File: config.mk
export PLATFORM = sky130hd
export DESIGN_NAME = cdb_arbiter
export DESIGN_NICKNAME = d
export VERILOG_FILES = /design/src/rtl/cdb_pkg.sv /design/src/rtl/cdb_channel_fifo.sv /design/src/rtl/cdb_arbiter.sv
export SDC_FILE = /design/constraint.sdc
export NUM_CORES = 1
export LEC_CHECK = 0
export ABC_AREA = 1
export CORE_MARGIN = 5
export CORE_UTILIZATION = 55
export CTS_BUF_LIST = sky130_fd_sc_hd__clkbuf_4
export CTS_CLUSTER_DIAMETER = 80
export CTS_CLUSTER_SIZE = 8
export DETAILED_ROUTE_END_ITERATION = 8
export PLACE_DENSITY_LB_ADDON = 0.05
export SETUP_SLACK_MARGIN = 0.5
export SYNTH_ARGS = -nofsm -noshare
export SYNTH_HDL_FRONTEND = slang
export SYNTH_HIERARCHICAL = 1
export SYNTH_SLANG_ARGS = --single-unit
File: constraint.sdc
create_clock -name clk -period 3.4 [get_ports clk]
set_input_delay 0.85 -clock clk [delete_from_list [all_inputs] [get_ports clk]]
set_output_delay 0.85 -clock clk [all_outputs]
set_load 0.05 [all_outputs]
File: src/rtl/cdb_pkg.sv
// Shared types and sizing helpers for the common-data-bus arbiter.
package cdb_pkg;

   localparam int CDB_WIDTH_DEF = 31;
   localparam int CDB_ROB_DEF   = 2;

   typedef enum logic {
      ARB_RR    = 1'b0,
      ARB_FIXED = 1'b1
   } arb_mode_e;

   // Default-width FIFO entry; the top re-declares it at its own widths.
   typedef struct packed {
      logic [CDB_ROB_DEF:0]   rob;
      logic [CDB_WIDTH_DEF:0] value;
   } cdb_entry_t;

   // Pointer width: a single-entry FIFO still gets a 1-bit pointer.
   function automatic int ptr_w(input int depth);
      return (depth <= 1) ? 1 : $clog2(depth);
   endfunction

   // Count width: must represent 0..depth inclusive.
   function automatic int cnt_w(input int depth);
      return $clog2(depth + 1);
   endfunction

endpackage

File: src/rtl/cdb_channel_fifo.sv
// Per-channel result FIFO. Depth need not be a power of two, so pointers
// wrap explicitly at DEPTH-1. Ready is derived from the registered count only.
module cdb_channel_fifo
   import cdb_pkg::*;
#(
   parameter int  DEPTH   = 2,
   parameter type entry_t = cdb_entry_t
) (
   input  logic   clk,
   input  logic   globalReset_n,
   input  logic   flush,
   input  logic   push,
   input  logic   pop,
   input  entry_t wdata,
   output entry_t rdata,
   output logic   ready,
   output logic   not_empty
);

   localparam int PW = ptr_w(DEPTH);
   localparam int CW = cnt_w(DEPTH);

   logic [PW-1:0] wr_ptr_q, wr_ptr_d;
   logic [PW-1:0] rd_ptr_q, rd_ptr_d;
   logic [CW-1:0] count_q, count_d;
   entry_t        mem_q [DEPTH];
   entry_t        mem_d [DEPTH];
   logic          do_push, do_pop;

   function automatic logic [PW-1:0] ptr_inc(input logic [PW-1:0] p);
      return (p == PW'(DEPTH - 1)) ? '0 : p + PW'(1);
   endfunction

   assign ready     = globalReset_n & ~flush & (count_q < CW'(DEPTH));
   assign not_empty = (count_q != '0);
   assign rdata     = mem_q[rd_ptr_q];
   assign do_push   = push & ready;
   assign do_pop    = pop & not_empty & ~flush;

   // Next-state for storage, pointers and occupancy; flush empties the FIFO.
   always_comb begin
      mem_d    = mem_q;
      wr_ptr_d = wr_ptr_q;
      rd_ptr_d = rd_ptr_q;
      count_d  = count_q;
      if (flush) begin
         wr_ptr_d = '0;
         rd_ptr_d = '0;
         count_d  = '0;
      end else begin
         if (do_push) begin
            mem_d[wr_ptr_q] = wdata;
            wr_ptr_d        = ptr_inc(wr_ptr_q);
         end
         if (do_pop) begin
            rd_ptr_d = ptr_inc(rd_ptr_q);
         end
         case ({do_push, do_pop})
            2'b10:   count_d = count_q + CW'(1);
            2'b01:   count_d = count_q - CW'(1);
            default: count_d = count_q;
         endcase
      end
   end

   // Control state with synchronous active-low reset.
   always_ff @(posedge clk) begin
      if (!globalReset_n) begin
         wr_ptr_q <= '0;
         rd_ptr_q <= '0;
         count_q  <= '0;
      end else begin
         wr_ptr_q <= wr_ptr_d;
         rd_ptr_q <= rd_ptr_d;
         count_q  <= count_d;
      end
   end

   // Entry storage is data-path only and needs no reset.
   always_ff @(posedge clk) begin
      mem_q <= mem_d;
   end

endmodule

File: src/rtl/cdb_arbiter.sv
// Common-data-bus arbiter: CH per-channel FIFOs, one grant per cycle onto a
// registered broadcast. Selection uses pre-edge FIFO state, so a result
// pushed at an edge is never broadcast at that same edge.
module cdb_arbiter
   import cdb_pkg::*;
#(
   parameter int WIDTH    = 31,
   parameter int ROB      = 2,
   parameter int CH       = 4,
   parameter int DEPTH    = 2,
   parameter int ARB_MODE = 0
) (
   input  logic                      clk,
   input  logic                      globalReset_n,
   input  logic                      flush,
   input  logic [CH-1:0]             fuValid,
   input  logic [CH-1:0][WIDTH:0]    fuResult,
   input  logic [CH-1:0][ROB:0]      fuRob,
   output logic [CH-1:0]             fuReady,
   output logic                      validBroadcast,
   output logic [WIDTH:0]            result,
   output logic [ROB:0]              robEntry,
   output logic [$clog2(CH)-1:0]     grantCh
);

   localparam int        GW   = $clog2(CH);
   localparam arb_mode_e MODE = (ARB_MODE == 1) ? ARB_FIXED : ARB_RR;

   typedef struct packed {
      logic [ROB:0]   rob;
      logic [WIDTH:0] value;
   } entry_t;

   entry_t          wdata [CH];
   entry_t          head  [CH];
   logic [CH-1:0]   not_empty;
   logic [CH-1:0]   pop_vec;

   logic            gnt_found;
   logic [GW-1:0]   gnt_idx;
   logic            grant;

   logic            valid_q, valid_d;
   logic [WIDTH:0]  result_q, result_d;
   logic [ROB:0]    rob_q, rob_d;
   logic [GW-1:0]   grant_q, grant_d;
   logic [GW-1:0]   rr_q, rr_d;

   for (genvar gi = 0; gi < CH; gi++) begin : g_ch
      assign wdata[gi] = {fuRob[gi], fuResult[gi]};

      cdb_channel_fifo #(
         .DEPTH   (DEPTH),
         .entry_t (entry_t)
      ) u_fifo (
         .clk           (clk),
         .globalReset_n (globalReset_n),
         .flush         (flush),
         .push          (fuValid[gi]),
         .pop           (pop_vec[gi]),
         .wdata         (wdata[gi]),
         .rdata         (head[gi]),
         .ready         (fuReady[gi]),
         .not_empty     (not_empty[gi])
      );
   end

   // Rotate-and-priority-encode: scan from the start channel, wrapping mod CH.
   always_comb begin
      int start;
      int idx;
      gnt_found = 1'b0;
      gnt_idx   = '0;
      start     = (MODE == ARB_FIXED) ? 0 : int'(rr_q);
      idx       = 0;
      for (int k = 0; k < CH; k++) begin
         idx = start + k;
         if (idx >= CH) idx = idx - CH;
         if (!gnt_found && not_empty[idx]) begin
            gnt_found = 1'b1;
            gnt_idx   = GW'(idx);
         end
      end
   end

   // Pop the winner and compute the broadcast register and RR pointer.
   always_comb begin
      grant    = gnt_found & ~flush;
      pop_vec  = grant ? (CH'(1) << gnt_idx) : '0;
      valid_d  = grant;
      result_d = result_q;
      rob_d    = rob_q;
      grant_d  = grant_q;
      rr_d     = rr_q;
      if (grant) begin
         result_d = head[gnt_idx].value;
         rob_d    = head[gnt_idx].rob;
         grant_d  = gnt_idx;
         rr_d     = (gnt_idx == GW'(CH - 1)) ? '0 : gnt_idx + GW'(1);
      end
      if (flush) begin
         rr_d = '0;
      end
   end

   // Broadcast register and RR pointer; reset takes precedence over flush.
   always_ff @(posedge clk) begin
      if (!globalReset_n) begin
         valid_q  <= 1'b0;
         result_q <= '0;
         rob_q    <= '0;
         grant_q  <= '0;
         rr_q     <= '0;
      end else begin
         valid_q  <= valid_d;
         result_q <= result_d;
         rob_q    <= rob_d;
         grant_q  <= grant_d;
         rr_q     <= rr_d;
      end
   end

   assign validBroadcast = valid_q;
   assign result         = result_q;
   assign robEntry       = rob_q;
   assign grantCh        = grant_q;

endmodule

==> qor.yml <==
sta:
  final-hold-violation-count: 0
  setup_tns_ns: 0
  finalMaxSlewViolations: 0
  max_freq_mhz: 353
  hold_ws_ns: 0.523
  finalCritPeriodShare_pct: 83.2
  final.setup_skew_ns: 0.0356
  worstMarginPinSlew_ns: 0.872
  slew_headroom_pct: 41.9
  rsz0062_at_grt: "true"
  fin_crit_ns: 2.83
  setup_viol: 0
floorplanning:
  row_count: 60
  io_pins: 189
  die_x_um: 175
  die-area_um2: 30800
  die_h_um: 175
  coreArea_um2: 27000
  start_util_pct: 55.8
global_route:
  grt_pass1_vias: 10600
  antenna_found_initial: 1
  grt_pass1_wl_um: 56300
  grtUsageTotal_pct: 23.2
  overflow: 0
  grt_max_degree: 71
drt:
  wl_um: 36500
  drt_iter0_markers: 709
  firstDrtPassIters: 5
  via_per_inst: 5.03
  vias: 10800
  drc: 0
  drtAntennaViolNets: 0
  wl_per_cell_um: 17.0
logic_synthesis:
  synth_top_area_share_pct: 55.9
  synth_area_um2: 15000
  ys.flop_type: "edfxtp_1"
  syn_nets: 1721
  yosysMostFrequentCell: "nand2_1"
  synth_seq_cells: 336
  avgSynthCellArea_um2: 9.59
  synth_seq_area_share_pct: 63.3
  synth_top_area_cell: "edfxtp_1"
  synth_edf_count: 280
  synth.top_cells.by_count: "nand2_1, edfxtp_1, inv_1"
  ys_async_sr_fraction_pct: 0
  synthCells: 1569
  yosys_warnings: 6
  ys_types: 28
  yosys-top-cells-area: "edfxtp_1, nand2_1, dfxtp_1"
finish:
  fin_area_um2: 18000
  areaGrowthSynthToFinish_pct: 19.3
  fin_nets: 1916
  multi_input_area_um2: 4250
  fill_cells: 2205
  drive_gt1_share_pct: 11.9
  utilization_pct: 66.6
  seqCellArea_um2: 9530
worst_setup_path:
  crit_fanout: 4
  crit_family: "buffers and inverters"
  setup.worst_path.class: "in -> out"
  cp.required_ns: 2.55
  slowest_stage: "clkdlybuf4s50_1"
  worst_setup_path_start_kind: "input port"
  cp.arrival_ns: 1.98
  crit_path_max_incr_delay_ns: 0.47
  crit_buf_inv: 4
  cp-end-kind: "primary output"
  cp_cell_sequence: "clkdlybuf4s50_1, buf_4, inv_2, nand2_4, nor2_4, buf_12"
clock_tree:
  cts-buffers-inserted: 47
  cts_buffer_depth: 3
  htree_levels: 2
  clkLatencyLatePin_ns: 0.68
  cts_tree: "built"
  path_clk_slew_ns: 0.10
  holdBufCountCts: 0
  cts.sinks: 336
  cts_root_buf: "clkbuf_4"
placement:
  place_congestion: 0.864
  place_area_um2: 17300
  portBuffers: 188
  dp_hpwl_um: 24300
power:
  ir_drop_mv: 0.342
  powerDensity_nw_per_um2: 466
  p_leak_nw: 7.88
hold_path:
  hold_class: "reg -> reg"
flow_run:
  maxCapViolCount: 0
status:
  status: "finished, final reports clean"
[routing by layer]
layer,global-route usage (%),share of wire (%),up-vias
met5,0,0,-
li1,-,-,5384
met3,3.96,6.5,68
met1,30.3,41,4986
met4,7.69,3.0,0
met2,39.9,49,346
[logic make-up after synthesis]
| logic type | synth area share, % |
|---|---|
| adders and majority gates | 0.416 |
| and+or+nand+nor | 26.4 |
| DFF | 63.3 |
| AOI/OAI and AO/OA | 0.840 |
| buffers and inverters | 9.03 |
[sequential cells by signal, summed over array words and instances (netlist names)]
signal / cells
g_ch.u_fifo/count_q: 8
rr_q: 2
result: 32
g_ch.u_fifo/wr_ptr_q: 4
validBroadcast: 1
robEntry: 3
grantCh: 2
g_ch.u_fifo/mem_q: 280
g_ch.u_fifo/rd_ptr_q: 4
[per-stage QoR]
step	power [mW]	worst slack [ns]	instances
after CTS	8.45	0.563	2143
after detailed placement	6.00	0.395	2056
final	8.37	0.570	2144
after global placement	5.97	0.391	2056
after global routing	8.74	0.444	2144
after floorplan	5.44	0.115	1569
[worst min-delay path: stages (launching register included)]
cell     delay [ns]
dfxtp_1        0.33
inv_2          0.09
a21oi_1        0.07
[cell type report]
class | count | area share (%)
tap | 341 | 2.38
antenna | 1 | 0.0139
inverter | 226 | 4.84
clock buffer | 87 | 3.64
multi-input combinational | 939 | 23.6
timing repair buffer | 214 | 12.4
sequential | 336 | 53.1
[path summary, 6_finish.rpt]
check	startpoint	end	slack, ns	cells past startpoint
max reg2reg	g_ch[0].u_fifo/count_q[1]	result[29]	0.68	15
max	flush	fuReady[0]	0.57	6
min reg2reg	g_ch[1].u_fifo/count_q[0]	g_ch[1].u_fifo/count_q[0]	0.52	2
min	g_ch[1].u_fifo/count_q[0]	g_ch[1].u_fifo/count_q[0]	0.52	2
[power by group]
group | switching (mW) | total, mW | internal, mW
clock network | 1.34 | 2.48 | 1.13
registers | 0.0537 | 4.62 | 4.57
logic | 0.822 | 1.28 | 0.454
[repair_timing]
item / CTS / global route
buffers inserted: 0 / 0
gates resized for setup: 3 / 7
cloned: 0 / 0
endpoints found under the setup margin: 10 / 28
pin swaps: 0 / 0
[layout by cell type, fill, tap and decap left out, types with 4 or more instances in the layout]
master	synthesis	layout
clkbuf_4	0	87
inv_2	14	14
buf_12	0	13
nor2_2	0	5
ha_1	5	5
nand2_4	7	8
a21oi_1	10	10
nand3_1	153	153
a31oi_1	4	4
edfxtp_1	280	280
dfxtp_1	56	55
o21ai_0	6	6
nand2_2	14	14
inv_1	207	207
nor2_1	71	57
buf_4	14	17
inv_6	4	4
nand3_2	36	36
clkdlybuf4s50_1	0	183
nand2_1	622	621
nor2_4	5	14
No activity file was read; power rests on OpenSTA's default activity.
